File: config.mk
export PLATFORM = sky130hd
export DESIGN_NAME = exec_control_unit
export DESIGN_NICKNAME = d
export VERILOG_FILES = /design/src/rtl/exec_control_unit.sv
export SDC_FILE = /design/constraint.sdc
export NUM_CORES = 1
export LEC_CHECK = 0
export CAP_MARGIN = 20
export CORE_MARGIN = 10
export CORE_UTILIZATION = 48
export DETAILED_ROUTE_END_ITERATION = 8
export GPL_TIMING_DRIVEN = 0
export HOLD_SLACK_MARGIN = 0.03
export PLACE_DENSITY = 0.85
export SYNTH_ARGS = -nofsm -noshare
export SYNTH_HDL_FRONTEND = slang
export SYNTH_SLANG_ARGS = --single-unit
File: constraint.sdc
create_clock -name clk -period 3.9 [get_ports clk]
set_input_delay 0.975 -clock clk [delete_from_list [all_inputs] [get_ports clk]]
set_output_delay 0.975 -clock clk [all_outputs]
set_load 0.05 [all_outputs]
File: src/rtl/exec_control_unit.sv
// Multi-cycle fetch/decode/execute sequencer for the RISC core: drives ALU controls, imem/dmem handshakes and RF writes.
// Optional macro ILLEGAL_TRAP_EN: undefined opcodes lock the unit in a trap state and raise illegal_op.
module exec_control_unit #(
   parameter int              PC_W     = 16,
   parameter logic [PC_W-1:0] RESET_PC = '0
) (
   input  logic            clk,
   input  logic            rst_n,
`ifdef ILLEGAL_TRAP_EN
   output logic            illegal_op,
`endif
   output logic [PC_W-1:0] imem_addr,
   output logic            imem_req,
   input  logic            imem_ack,
   input  logic [31:0]     imem_rdata,
   output logic [3:0]      rf_ra,
   output logic [3:0]      rf_rb,
   output logic [3:0]      rf_wa,
   output logic [31:0]     imm_ext,
   output logic            alu_src_imm,
   output logic [5:0]      alu_opcode,
   input  logic            alu_zero,
   input  logic            alu_bgt,
   input  logic            alu_blt,
   output logic            dmem_req,
   output logic            dmem_we,
   input  logic            dmem_ack,
   output logic            rf_we,
   output logic            rf_wsel,
   output logic            rf_we_post,
   output logic            retired
);

   localparam logic [5:0] OP_ANDI  = 6'd3;
   localparam logic [5:0] OP_ADDI  = 6'd4;
   localparam logic [5:0] OP_LW    = 6'd5;
   localparam logic [5:0] OP_LWPOI = 6'd6;
   localparam logic [5:0] OP_SW    = 6'd7;
   localparam logic [5:0] OP_BGT   = 6'd8;
   localparam logic [5:0] OP_BLT   = 6'd9;
   localparam logic [5:0] OP_BEQ   = 6'd10;
   localparam logic [5:0] OP_BNE   = 6'd11;
   localparam logic [PC_W-1:0] PC_ONE = {{(PC_W-1){1'b0}}, 1'b1};

   typedef enum logic [2:0] {
      S_FETCH  = 3'd0,
      S_DECODE = 3'd1,
      S_EXEC   = 3'd2,
      S_MEM    = 3'd3,
      S_WB     = 3'd4,
      S_TRAP   = 3'd5
   } state_t;

   state_t          state_q, state_d;
   logic [PC_W-1:0] pc_q, pc_d;
   logic [31:0]     ir_q, ir_d;
   logic            imem_req_q, imem_req_d;
   logic            dmem_req_q, dmem_req_d;
   logic            dmem_we_q, dmem_we_d;
   logic            rf_we_q, rf_we_d;
   logic            rf_wsel_q, rf_wsel_d;
   logic            rf_we_post_q, rf_we_post_d;
   logic            retired_q, retired_d;
   logic [5:0]      alu_opcode_q, alu_opcode_d;
`ifdef ILLEGAL_TRAP_EN
   logic            illegal_q, illegal_d;
`endif

   logic [5:0]      op;
   logic [13:0]     imm;
   logic [31:0]     imm_sext;
   logic            op_legal;
   logic            op_alu;
   logic            br_taken;
   logic [PC_W-1:0] pc_inc;
   logic [PC_W-1:0] pc_br;

   // Instruction field decode; held stable from DECODE until the instruction retires
   always_comb begin
      op       = ir_q[31:26];
      imm      = ir_q[13:0];
      imm_sext = {{18{imm[13]}}, imm};
      op_legal = (op <= OP_BNE);
      op_alu   = (op <= OP_ADDI);
      rf_ra    = ir_q[21:18];
      rf_wa    = ir_q[25:22];
      if (op == OP_SW) begin
         rf_rb = ir_q[25:22];
      end else begin
         rf_rb = ir_q[17:14];
      end
      if (op == OP_ANDI) begin
         imm_ext = {18'd0, imm};
      end else begin
         imm_ext = imm_sext;
      end
      if ((op >= OP_ANDI) && (op <= OP_SW)) begin
         alu_src_imm = 1'b1;
      end else begin
         alu_src_imm = 1'b0;
      end
      case (op)
         OP_BGT:  br_taken = alu_bgt;
         OP_BLT:  br_taken = alu_blt;
         OP_BEQ:  br_taken = alu_zero;
         OP_BNE:  br_taken = ~alu_zero;
         default: br_taken = 1'b0;
      endcase
      pc_inc = pc_q + PC_ONE;
      pc_br  = pc_inc + imm_sext[PC_W-1:0];
   end

   // Next-state and next-output logic; pulse outputs default low, request flags track the target state
   always_comb begin
      state_d      = state_q;
      pc_d         = pc_q;
      ir_d         = ir_q;
      imem_req_d   = 1'b0;
      dmem_req_d   = 1'b0;
      dmem_we_d    = 1'b0;
      rf_we_d      = 1'b0;
      rf_wsel_d    = 1'b0;
      rf_we_post_d = 1'b0;
      retired_d    = 1'b0;
      alu_opcode_d = alu_opcode_q;
`ifdef ILLEGAL_TRAP_EN
      illegal_d    = illegal_q;
`endif
      case (state_q)
         S_FETCH: begin
            // the first cycle after reset has imem_req low, so a stray ack there is ignored
            if (imem_req_q && imem_ack) begin
               ir_d    = imem_rdata;
               state_d = S_DECODE;
            end else begin
               imem_req_d = 1'b1;
            end
         end
         S_DECODE: begin
            if (op_legal) begin
               alu_opcode_d = op;
               state_d      = S_EXEC;
            end else begin
`ifdef ILLEGAL_TRAP_EN
               illegal_d = 1'b1;
               state_d   = S_TRAP;
`else
               pc_d       = pc_inc;
               retired_d  = 1'b1;
               imem_req_d = 1'b1;
               state_d    = S_FETCH;
`endif
            end
         end
         S_EXEC: begin
            if (op_alu) begin
               rf_we_d = 1'b1;
               state_d = S_WB;
            end else if (op <= OP_SW) begin
               dmem_req_d = 1'b1;
               dmem_we_d  = (op == OP_SW);
               state_d    = S_MEM;
            end else begin
               pc_d       = br_taken ? pc_br : pc_inc;
               retired_d  = 1'b1;
               imem_req_d = 1'b1;
               state_d    = S_FETCH;
            end
         end
         S_MEM: begin
            if (dmem_req_q && dmem_ack) begin
               if (op == OP_SW) begin
                  pc_d       = pc_inc;
                  retired_d  = 1'b1;
                  imem_req_d = 1'b1;
                  state_d    = S_FETCH;
               end else begin
                  rf_we_d      = 1'b1;
                  rf_wsel_d    = 1'b1;
                  rf_we_post_d = (op == OP_LWPOI);
                  state_d      = S_WB;
               end
            end else begin
               dmem_req_d = 1'b1;
               dmem_we_d  = dmem_we_q;
            end
         end
         S_WB: begin
            pc_d       = pc_inc;
            retired_d  = 1'b1;
            imem_req_d = 1'b1;
            state_d    = S_FETCH;
         end
`ifdef ILLEGAL_TRAP_EN
         S_TRAP: begin
            state_d = S_TRAP;
         end
`endif
         default: begin
            imem_req_d = 1'b1;
            state_d    = S_FETCH;
         end
      endcase
   end

   // State and registered-output flops with synchronous active-low reset
   always_ff @(posedge clk) begin
      if (!rst_n) begin
         state_q      <= S_FETCH;
         pc_q         <= RESET_PC;
         ir_q         <= 32'd0;
         imem_req_q   <= 1'b0;
         dmem_req_q   <= 1'b0;
         dmem_we_q    <= 1'b0;
         rf_we_q      <= 1'b0;
         rf_wsel_q    <= 1'b0;
         rf_we_post_q <= 1'b0;
         retired_q    <= 1'b0;
         alu_opcode_q <= 6'd0;
`ifdef ILLEGAL_TRAP_EN
         illegal_q    <= 1'b0;
`endif
      end else begin
         state_q      <= state_d;
         pc_q         <= pc_d;
         ir_q         <= ir_d;
         imem_req_q   <= imem_req_d;
         dmem_req_q   <= dmem_req_d;
         dmem_we_q    <= dmem_we_d;
         rf_we_q      <= rf_we_d;
         rf_wsel_q    <= rf_wsel_d;
         rf_we_post_q <= rf_we_post_d;
         retired_q    <= retired_d;
         alu_opcode_q <= alu_opcode_d;
`ifdef ILLEGAL_TRAP_EN
         illegal_q    <= illegal_d;
`endif
      end
   end

   assign imem_addr  = pc_q;
   assign imem_req   = imem_req_q;
   assign dmem_req   = dmem_req_q;
   assign dmem_we    = dmem_we_q;
   assign rf_we      = rf_we_q;
   assign rf_wsel    = rf_wsel_q;
   assign rf_we_post = rf_we_post_q;
   assign retired    = retired_q;
   assign alu_opcode = alu_opcode_q;
`ifdef ILLEGAL_TRAP_EN
   assign illegal_op = illegal_q;
`endif

endmodule

==> flow_summary.yaml <==
placed_design:
  gp_congestion: 0.914
  dp_hpwl_mm: 8.95
  dpl_cell_area_um2: 5130
  port-buffer-count: 112
layout:
  nFillCells: 659
  n_antenna_cell: 0
  drive_above_1_share_pct: 13.0
  fin_area_um2: 5390
  fin_nets: 677
  area_growth_pct: 38.9
logic_synthesis:
  synth-seq-cells: 64
  yosys.cell_count.top_type: "nand2_1"
  synth_cells: 492
  async_reset_ff_share_pct: 0
  yosysTopAreaCellShare_pct: 33.0
  synth.area.top_cells: "dfxtp_1 33%, nand2_1 9.3%, buf_4 7.5%"
  yosysWarningCount: 0
  syn-num-nets: 552
  yosysTopAreaCell: "dfxtp_1"
  ys_types: 61
  synth_common_cells: "96 x nand2_1, 64 x dfxtp_1, 50 x a21oi_1"
  synthFlopType: "dfxtp_1"
  syn_avg_cell_area_um2: 7.89
  synth_edf_count: 0
  synth_area_um2: 3880
  yosysSeqAreaShare_pct: 33.0
clocking:
  tritoncts: "built"
  numClockSinks: 64
  clockBufferDepth: 2
  clkTransAtPathRegs_ns: 0.07
  cts_root_buf: "clkbuf_8"
  cts_made_buffers: 9
  cts_max_level: 3
  insertion_delay_ns: 0.35
sta:
  fmax_ghz: 0.270
  skew_ns: 0.00604
  grt_setup_unrepaired: "false"
  min_period_ns: 3.71
  slew_viol_final: 0
  setup_viol: 0
  worstMarginPinSlew_ns: 1.09
  hold_violations: 0
  slew_headroom_pct: 26.8
  min_period_over_period_pct: 95.1
  fin_tns_setup_ns: 0
global_route:
  grt_overflow_total: 0
  grt_pass1_wl_mm: 17.8
  grt.total_usage_pct: 18.4
  grt_pass1_vias: 3594
  antenna_found_initial: 0
  grt_max_degree: 19
setup_path:
  arrival_ns: 2.73
  critPathKind: "reg2out"
  cp-startpoint: "ir_q[26]"
  critical_path.top_delay_family: "buffers and inverters"
  crit_chain: "clkbuf_1 -> nand2_1 -> nor2_1 -> a21boi_2 -> buf_4 -> clkdlybuf4s50_1"
  slowest_stage: "clkdlybuf4s50_1"
  slowest_delay_ns: 0.80
  worst_setup_path_start_kind: "flop"
  critPathRequiredTime_ns: 2.92
  rr_startpoint: "imem_addr[0]"
  path_max_fanout: 18
  end_kind: "output pin"
  crit_buf_inv: 3
hold_path:
  holdCritStartpoint: "ir_q[20]"
  hp-class: "reg2reg"
route:
  drt_iter0_drc: 189
  drt_first_pass_iters: 4
  vias: 3882
  via_per_inst: 5.36
  wl_per_cell_um: 15.9
  routed_wl_mm: 11.5
  drcViolationCount: 0
  drtAntennaViolNets: 0
floorplan:
  die_area_um2: 12100
  fp.dieH_um: 110
  rows: 32
  num_io_pins: 113
  fp.coreArea_um2: 7810
  start_util_pct: 49.7
  die-width_um: 110
power_and_ir_drop:
  peakVddDrop_mv: 0.175
  leakagePower_nw: 2.10
  power.density_nw_per_um2: 330
  power_mw: 1.78
status:
  outcome: "complete, no violations"
flow_run:
  drv_cap: 0
-- worst register-to-register path, cell delays in order (launching register included) --
cell and delay, ns:
dfxtp_1 0.46, ha_1 0.31, nand4_1 0.22, buf_4 0.21, xnor2_1 0.27, ha_1 0.38, a21o_1 0.23, a31oi_1 0.22
a21oi_1 0.13, o31a_1 0.30, or4_1 0.40, a21boi_1 0.26, mux2i_1 0.21
-- sequential cells by signal, summed over array words and instances (netlist names) --
register	cells
rf_we_post	1
retired	1
rf_we	1
imem_req	1
alu_opcode	6
imem_addr	16
rf_wsel	1
dmem_we	1
ir_q	32
state_q	3
dmem_req	1
-- path summary, 6_finish.rpt --
path                    to  slack, ns  depth (start not counted)
min               ir_q[20]       0.46                          2
max            imm_ext[24]       0.19                          6
min reg2reg       ir_q[20]       0.46                          2
max reg2reg  imem_addr[15]       0.24                         12
-- cells by family (layout without fill, tap and decap cells) --
| logic type | count (synthesis) | count (layout) | synth area share [%] |
|---|---|---|---|
| flops | 64 | 64 | 33.0 |
| xor+xnor | 23 | 23 | 5.19 |
| mux | 9 | 9 | 2.51 |
| fa+ha+maj | 21 | 21 | 6.96 |
| simple gates | 180 | 180 | 20.9 |
| buf+inv | 71 | 201 | 10.8 |
| compound gates | 124 | 124 | 20.6 |
-- cell type report --
type | count | area, um^2 | area share, %
flip-flops and latches | 64 | 1280 | 23.8
clock buffers | 10 | 128 | 2.37
repair buffers | 114 | 1140 | 21.1
inverters | 9 | 33.8 | 0.626
multi-input cells | 357 | 2190 | 40.6
well taps | 102 | 128 | 2.37
plain buffers | 62 | 387 | 7.17
clock inverters | 6 | 108 | 1.99
-- stage by stage --
step / hold WS (ns) / utilization [%] / std cells / setup WS [ns]
floorplan: 0.434 / - / 492 / 0.321
global placement: 0.444 / 65.7 / 706 / 0.296
detailed placement: 0.447 / 65.7 / 706 / 0.140
CTS: 0.456 / 68.8 / 722 / 0.171
global route: 0.478 / 69.1 / 724 / 0.0334
finish: 0.456 / 69.1 / 724 / 0.191
-- repair_timing --
action                     in CTS  in global routing
hold buffers                    0                  0
buffers inserted                0                  2
setup endpoints to repair      18                  1
resized for setup               1                  2
pin swaps                       0                  1
-- routing by layer --
metal / routed length (um) / vias to the layer above / global-route usage (%)
met5: 0 / - / 0
met2: 5390 / 161 / 29.8
li1: - / 1931 / -
met3: 1060 / 14 / 4.86
met1: 4920 / 1776 / 22.9
met4: 175 / 0 / 6.78
-- placed cells by master, fill, tap and decap left out, drive strengths merged, types with 3 or more instances in the layout --
cell / count
and2: 5
nor2b: 3
mux2: 6
nor2: 36
a31oi: 5
ha: 20
a311oi: 4
o21ai: 20
nor3: 8
clkbuf: 27
nor4: 4
nand2: 97
nand4: 3
a41oi: 3
a211oi: 7
a21o: 9
and3: 3
clkdlybuf4s50: 112
xor2: 6
nand3: 10
dfxtp: 64
nand2b: 3
mux2i: 3
xnor2: 17
bufinv: 3
buf: 47
clkinv: 3
a21oi: 51
inv: 8
o211ai: 4
-- power by group --
part	switching, mW	total, mW	internal (mW)	leakage [nW]
Clock	0.266	0.688	0.422	0.116
Combinational	0.231	0.390	0.158	1.47
Sequential	0.0237	0.702	0.678	0.520
No activity file was read; power rests on OpenSTA's default activity.
